===== src/rtl/regfile_pkg.sv =====
// Shared definitions for the register file and its writeback arbiter.
// Address width, the hardwired-zero register and the arbiter state encoding live here.
package regfile_pkg;

  localparam int REG_ADDR_W = 5;
  localparam logic [REG_ADDR_W-1:0] ZERO_REG = 5'd0;

  localparam int STARVE_W = 4;
  localparam logic [STARVE_W-1:0] STARVE_SAT = {STARVE_W{1'b1}};

  typedef enum logic {
    A_PRI = 1'b0,
    B_PRI = 1'b1
  } wb_state_t;

  // Register 0 is hardwired to zero, so a transfer there never raises the write strobe.
  function automatic logic is_writable(input logic [REG_ADDR_W-1:0] addr);
    return addr != ZERO_REG;
  endfunction

endpackage


===== src/rtl/wb_starve_counter.sv =====
// Counts consecutive cycles in which requester B waits while A is granted.
// Raises starve_hit on the cycle the count reaches STARVE_MAX so priority flips next cycle.
module wb_starve_counter
  import regfile_pkg::*;
#(
  parameter int STARVE_MAX = 3
) (
  input  logic clk,
  input  logic rst_n,
  input  logic b_valid,
  input  logic a_grant,
  input  logic b_grant,
  output logic starve_hit
);

  localparam logic [STARVE_W-1:0] STARVE_LIMIT = STARVE_W'(STARVE_MAX);

  logic [STARVE_W-1:0] count_reg;
  logic [STARVE_W-1:0] count_next;

  always_comb begin
    count_next = count_reg;
    if (b_grant || !b_valid) begin
      count_next = '0;
    end else if (a_grant && (count_reg != STARVE_SAT)) begin
      count_next = count_reg + 1'b1;
    end
  end

  always_ff @(posedge clk or negedge rst_n) begin
    if (!rst_n) begin
      count_reg <= '0;
    end else begin
      count_reg <= count_next;
    end
  end

  // Compare against the next value so B wins on the cycle right after its last loss.
  assign starve_hit = (count_next >= STARVE_LIMIT);

endmodule


===== src/rtl/regfile_wb_arbiter.sv =====
// Shares the single regFile write port between the ALU (A) and load/multiply (B) writebacks.
// A has priority, B is protected against starvation, and same-register conflicts favour B.
module regfile_wb_arbiter
  import regfile_pkg::*;
#(
  parameter int N          = 32,
  parameter int STARVE_MAX = 3
) (
  input  logic                  clk,
  input  logic                  reset,
  input  logic                  A_Valid_i,
  output logic                  A_Ready_o,
  input  logic [REG_ADDR_W-1:0] A_Register_i,
  input  logic [N-1:0]          A_Data_i,
  input  logic                  B_Valid_i,
  output logic                  B_Ready_o,
  input  logic [REG_ADDR_W-1:0] B_Register_i,
  input  logic [N-1:0]          B_Data_i,
  output logic                  Reg_Write_o,
  output logic [REG_ADDR_W-1:0] Write_Register_o,
  output logic [N-1:0]          Write_Data_o,
  output logic                  Starved_o
);

  wb_state_t state_reg;
  wb_state_t state_next;

  logic                  collision;
  logic                  grant_a;
  logic                  grant_b;
  logic                  starve_hit;
  logic [REG_ADDR_W-1:0] sel_register;
  logic [N-1:0]          sel_data;

  logic                  reg_write_reg;
  logic [REG_ADDR_W-1:0] write_register_reg;
  logic [N-1:0]          write_data_reg;
  logic                  starved_reg;

  // B holds the older result for a shared destination, so it must land first.
  assign collision = A_Valid_i && B_Valid_i &&
                     (A_Register_i == B_Register_i) && is_writable(A_Register_i);

  always_comb begin
    grant_a    = 1'b0;
    grant_b    = 1'b0;
    state_next = state_reg;
    if (reset) begin
      if (collision) begin
        grant_b = 1'b1;
      end else if (state_reg == B_PRI) begin
        if (B_Valid_i) begin
          grant_b = 1'b1;
        end else if (A_Valid_i) begin
          grant_a = 1'b1;
        end
      end else begin
        if (A_Valid_i) begin
          grant_a = 1'b1;
        end else if (B_Valid_i) begin
          grant_b = 1'b1;
        end
      end

      if (state_reg == A_PRI) begin
        if (starve_hit) begin
          state_next = B_PRI;
        end
      end else begin
        if (grant_b || !B_Valid_i) begin
          state_next = A_PRI;
        end
      end
    end
  end

  always_comb begin
    sel_register = A_Register_i;
    sel_data     = A_Data_i;
    if (grant_b) begin
      sel_register = B_Register_i;
      sel_data     = B_Data_i;
    end
  end

  wb_starve_counter #(
    .STARVE_MAX (STARVE_MAX)
  ) u_starve_counter (
    .clk        (clk),
    .rst_n      (reset),
    .b_valid    (B_Valid_i),
    .a_grant    (grant_a),
    .b_grant    (grant_b),
    .starve_hit (starve_hit)
  );

  always_ff @(posedge clk or negedge reset) begin
    if (!reset) begin
      state_reg          <= A_PRI;
      starved_reg        <= 1'b0;
      reg_write_reg      <= 1'b0;
      write_register_reg <= ZERO_REG;
      write_data_reg     <= '0;
    end else begin
      state_reg   <= state_next;
      starved_reg <= (state_next == B_PRI);
      if (grant_a || grant_b) begin
        reg_write_reg      <= is_writable(sel_register);
        write_register_reg <= sel_register;
        write_data_reg     <= sel_data;
      end else begin
        reg_write_reg <= 1'b0;
      end
    end
  end

  assign A_Ready_o        = grant_a;
  assign B_Ready_o        = grant_b;
  assign Reg_Write_o      = reg_write_reg;
  assign Write_Register_o = write_register_reg;
  assign Write_Data_o     = write_data_reg;
  assign Starved_o        = starved_reg;

endmodule


===== config.mk =====
export PLATFORM = sky130hd
export DESIGN_NAME = regfile_wb_arbiter
export DESIGN_NICKNAME = d
export VERILOG_FILES = /design/src/rtl/regfile_pkg.sv /design/src/rtl/wb_starve_counter.sv /design/src/rtl/regfile_wb_arbiter.sv
export SDC_FILE = /design/constraint.sdc
export NUM_CORES = 1
export LEC_CHECK = 0
export BUFFER_PORTS_ARGS = -buffer_cell sky130_fd_sc_hd__buf_2
export CAP_MARGIN = 10
export CORE_AREA = 2 2 74 130
export CTS_CLUSTER_DIAMETER = 100
export DETAILED_ROUTE_END_ITERATION = 16
export DIE_AREA = 0 0 76 132
export HOLD_SLACK_MARGIN = 0.06
export PLACE_DENSITY = 0.48
export SLEW_MARGIN = 0
export SYNTH_ARGS = -nofsm -noshare
export SYNTH_HDL_FRONTEND = slang
export SYNTH_SLANG_ARGS = --single-unit

===== constraint.sdc =====
create_clock -name clk -period 3 [get_ports clk]
set_clock_uncertainty 0.2 [all_clocks]
set_input_delay 0.6 -clock clk [delete_from_list [all_inputs] [get_ports clk]]
set_output_delay 0.6 -clock clk [all_outputs]
set_load 0.01 [all_outputs]

==> metrics <==
max reg flops=32; Synth area leader=dfrtp_1; Critical Path End Type=output port; Leak=0.00148 uW; Avg Inst Size Synth=roughly 9.8 sq um; final routed DRC violation total=0; vias=2,021; Port Buf Inserts=about 120; top cells by area, synth=dfrtp_1 51%, a22oi_1 11%, o21ai_1 6.6%, inv_1 6.6%, xnor2_1 2.5%; hold crit path type=flop to flop; Antenna Nets Post-Route=0; combinational family with the most area after synthesis=compound AO/OA/AOI/OAI gates; CP dominant cell by count=buf_2; layout cell share with drive strength beyond 1=0.414; RSZ-0062 raised after global routing=false; Max Slew Vio Count=0; Seq pwr share=0.440; die height=132 microns; crit-path cells=dlygate4sd3_1 -> buf_2 -> nand2_1 -> a21oi_1 -> o31a_2 -> buf_2; CP delay by family, top=buffers and inverters; adder-cell area share of the yosys netlist=0.00593; vias in the first global route=2,082; CP startpoint kind=input pin; Post-DP HPWL=4710 microns; Pre-antenna DRT Iters=4; Root Buffer=clkbuf_16; I/O pins=119; Rel. slew slack=0.718; Vias/cell=roughly 4.4; Initial Util=0.236; type of the worst setup path=input pin to output port; net total in the final layout=416; flip-flop and latch count after synthesis=43; CTS tree=yes; WHS=around 0.32 ns; H-Tree Depth=2; number of diodes=0; power per cell area=~550 nW/um^2; Hold Fails Final Rpt=0; Synth warnings=0; Worst EP required=between 2 and 2.5 ns; Mapped Area=~2100 sq um; fin crit share=0.944; Critical Path Max Stage Delay=approximately 0.52 ns; Synth Area in Compound Gates=0.259; Post-Syn Instances=216; ys flop type=dfrtp_1; fraction of registers with async set/reset=1.00; CP arrival=~2.0 ns; grt ovf=0; Comb pwr share=0.247; overall power=1640 uW; Clock Sinks=43; global-route wire length before repair=about 10,000 microns; area grow syn2layout=40.9%; drt total wl=6150 microns; Synth Area in Simple Gates=0.0694; Total GRT Usage=0.124; Chip Width=~76 microns; fin crit period=2.83 ns; core area=8920 sq um; largest net degree at the start of global routing=33; syn nets=295; Clk network pwr share=0.313; Die ar.=roughly 10,000 sq um; switching part of the total=0.291; Synth top area share=0.510; maximum clock frequency=about 350 MHz; Register Area=1080 sq um; crit path max fanout=10; mux share of post-synthesis cell area=0.0237; Avg WL per Cell=13.4 microns; Layout fillers=about 940; CTS Buf Count=5; most numerous cell in the Yosys netlist=dfrtp_1; initial antenna violation count=1; setup TNS=0 ns; CP max-delay cell=dlygate4sd3_1; Tightest Pin Transition=approximately 0.42 ns; Final Setup Violations=0; synth unique cells=33; r2r setup slk=1.12 ns; multi-input gate area in the final layout=810 sq um; Starting DRT DRC Count=82; total net switching power=between 400 and 500 uW; post-CTS setup buffer count=0; row cnt=46; max_cap viols=0; Worst-Skew Late Latency=between 0.2 and 0.3 ns; status=finished, final reports clean; buffer depth of the longest clock path=2; Reg clk slew, reported paths=0.05 ns; Commonest cells post-synth=43 x dfrtp_1, 37 x inv_1, 32 x a22oi_1; Max IR drop VDD=approximately 0.00023 V; XOR/XNOR share of the synthesized area=0.0249; Int Pwr=1160 uW; Post-synth EDFFs=0; Buf/Inv on CP=3; global placement routability congestion=between 0.7 and 0.8; Seq/Total Area, Yosys=0.510
logic make-up (layout without fill, tap and decap cells):
family / after synthesis / count (layout)
AOI/OAI and AO/OA: 85 / 85
buffers and inverters: 50 / 172
DFF: 43 / 43
and+or+nand+nor: 26 / 26
xor gates and xnor gates: 6 / 6
muxes: 5 / 5
adders and majority gates: 1 / 1
layer usage:
metal | GRT usage | up-vias | routed length (microns)
met5 | 0 | - | 13
met4 | 0.0455 | 2 | 101
met3 | 0.0260 | 9 | 326
met2 | 0.236 | 65 | 3340
met1 | 0.133 | 950 | 2370
li1 | - | 995 | -
through the flow:
stage / setup slack, ns / cells / util / area (sq um)
6_report: 0.169 / 458 / 0.333 / 2970
5_1_grt: 0.0308 / 458 / 0.333 / 2970
4_1_cts: 0.124 / 458 / 0.333 / 2970
3_5_place_dp: 0.349 / 449 / 0.317 / 2830
3_3_place_gp: 0.391 / 449 / 0.317 / 2830
2_1_floorplan: 0.406 / 216 / - / 2110
power groups by stage:
stage / Combinational [uW] / Clock (uW) / Sequential (uW)
finish: 405 / 513 / 722
global route: 454 / 561 / 736
CTS: 416 / 542 / 723
detailed placement: 413 / 0 / 732
global placement: 411 / 0 / 731
floorplan: 161 / 0 / 779
timing repair:
action,in CTS,in global routing
gates resized for setup,0,0
hold buffers,1,0
hold endpoints to repair,5,0
worst paths after layout:
check / depth (start not counted) / end / start
min in group asynchronous: 2 / Starved_o / reset
min reg2reg: 2 / Write_Data_o[11] / Write_Data_o[11]
min: 2 / Write_Data_o[11] / Write_Data_o[11]
max in group asynchronous: 3 / Write_Data_o[17] / reset
max: 6 / A_Ready_o / reset
max reg2reg: 6 / Starved_o / u_starve_counter.count_reg[1]
worst reg2reg max path, stage by stage, from the launching register on:
cell and delay [ns]:
dfrtp_1 0.43, ha_1 0.28, nor2b_1 0.21, nor2_1 0.06
a221oi_1 0.24, a21oi_1 0.11, o31a_1 0.24
cells in the final DEF, fill, tap and decap left out, drive strengths merged, types with 3 or more instances in the layout:
cell type | Yosys | routed
buf | 9 | 126
nand3 | 4 | 4
nand2 | 9 | 9
xnor2 | 6 | 6
o21ai | 39 | 39
a22oi | 32 | 32
inv | 37 | 37
nor2b | 3 | 3
clkbuf | 4 | 7
a21oi | 4 | 4
dfrtp | 43 | 43
mux2i | 5 | 5
nor2 | 3 | 3
cell type report:
cell class,count,share of cell area
clock buffers,7,0.0446
clock inverters,1,0.00168
inverters,37,0.0467
multi-input cells,123,0.272
flip-flops and latches,43,0.362
well taps,120,0.0505
repair buffers,127,0.222
Note: power is estimated with default switching activity, not from simulation.
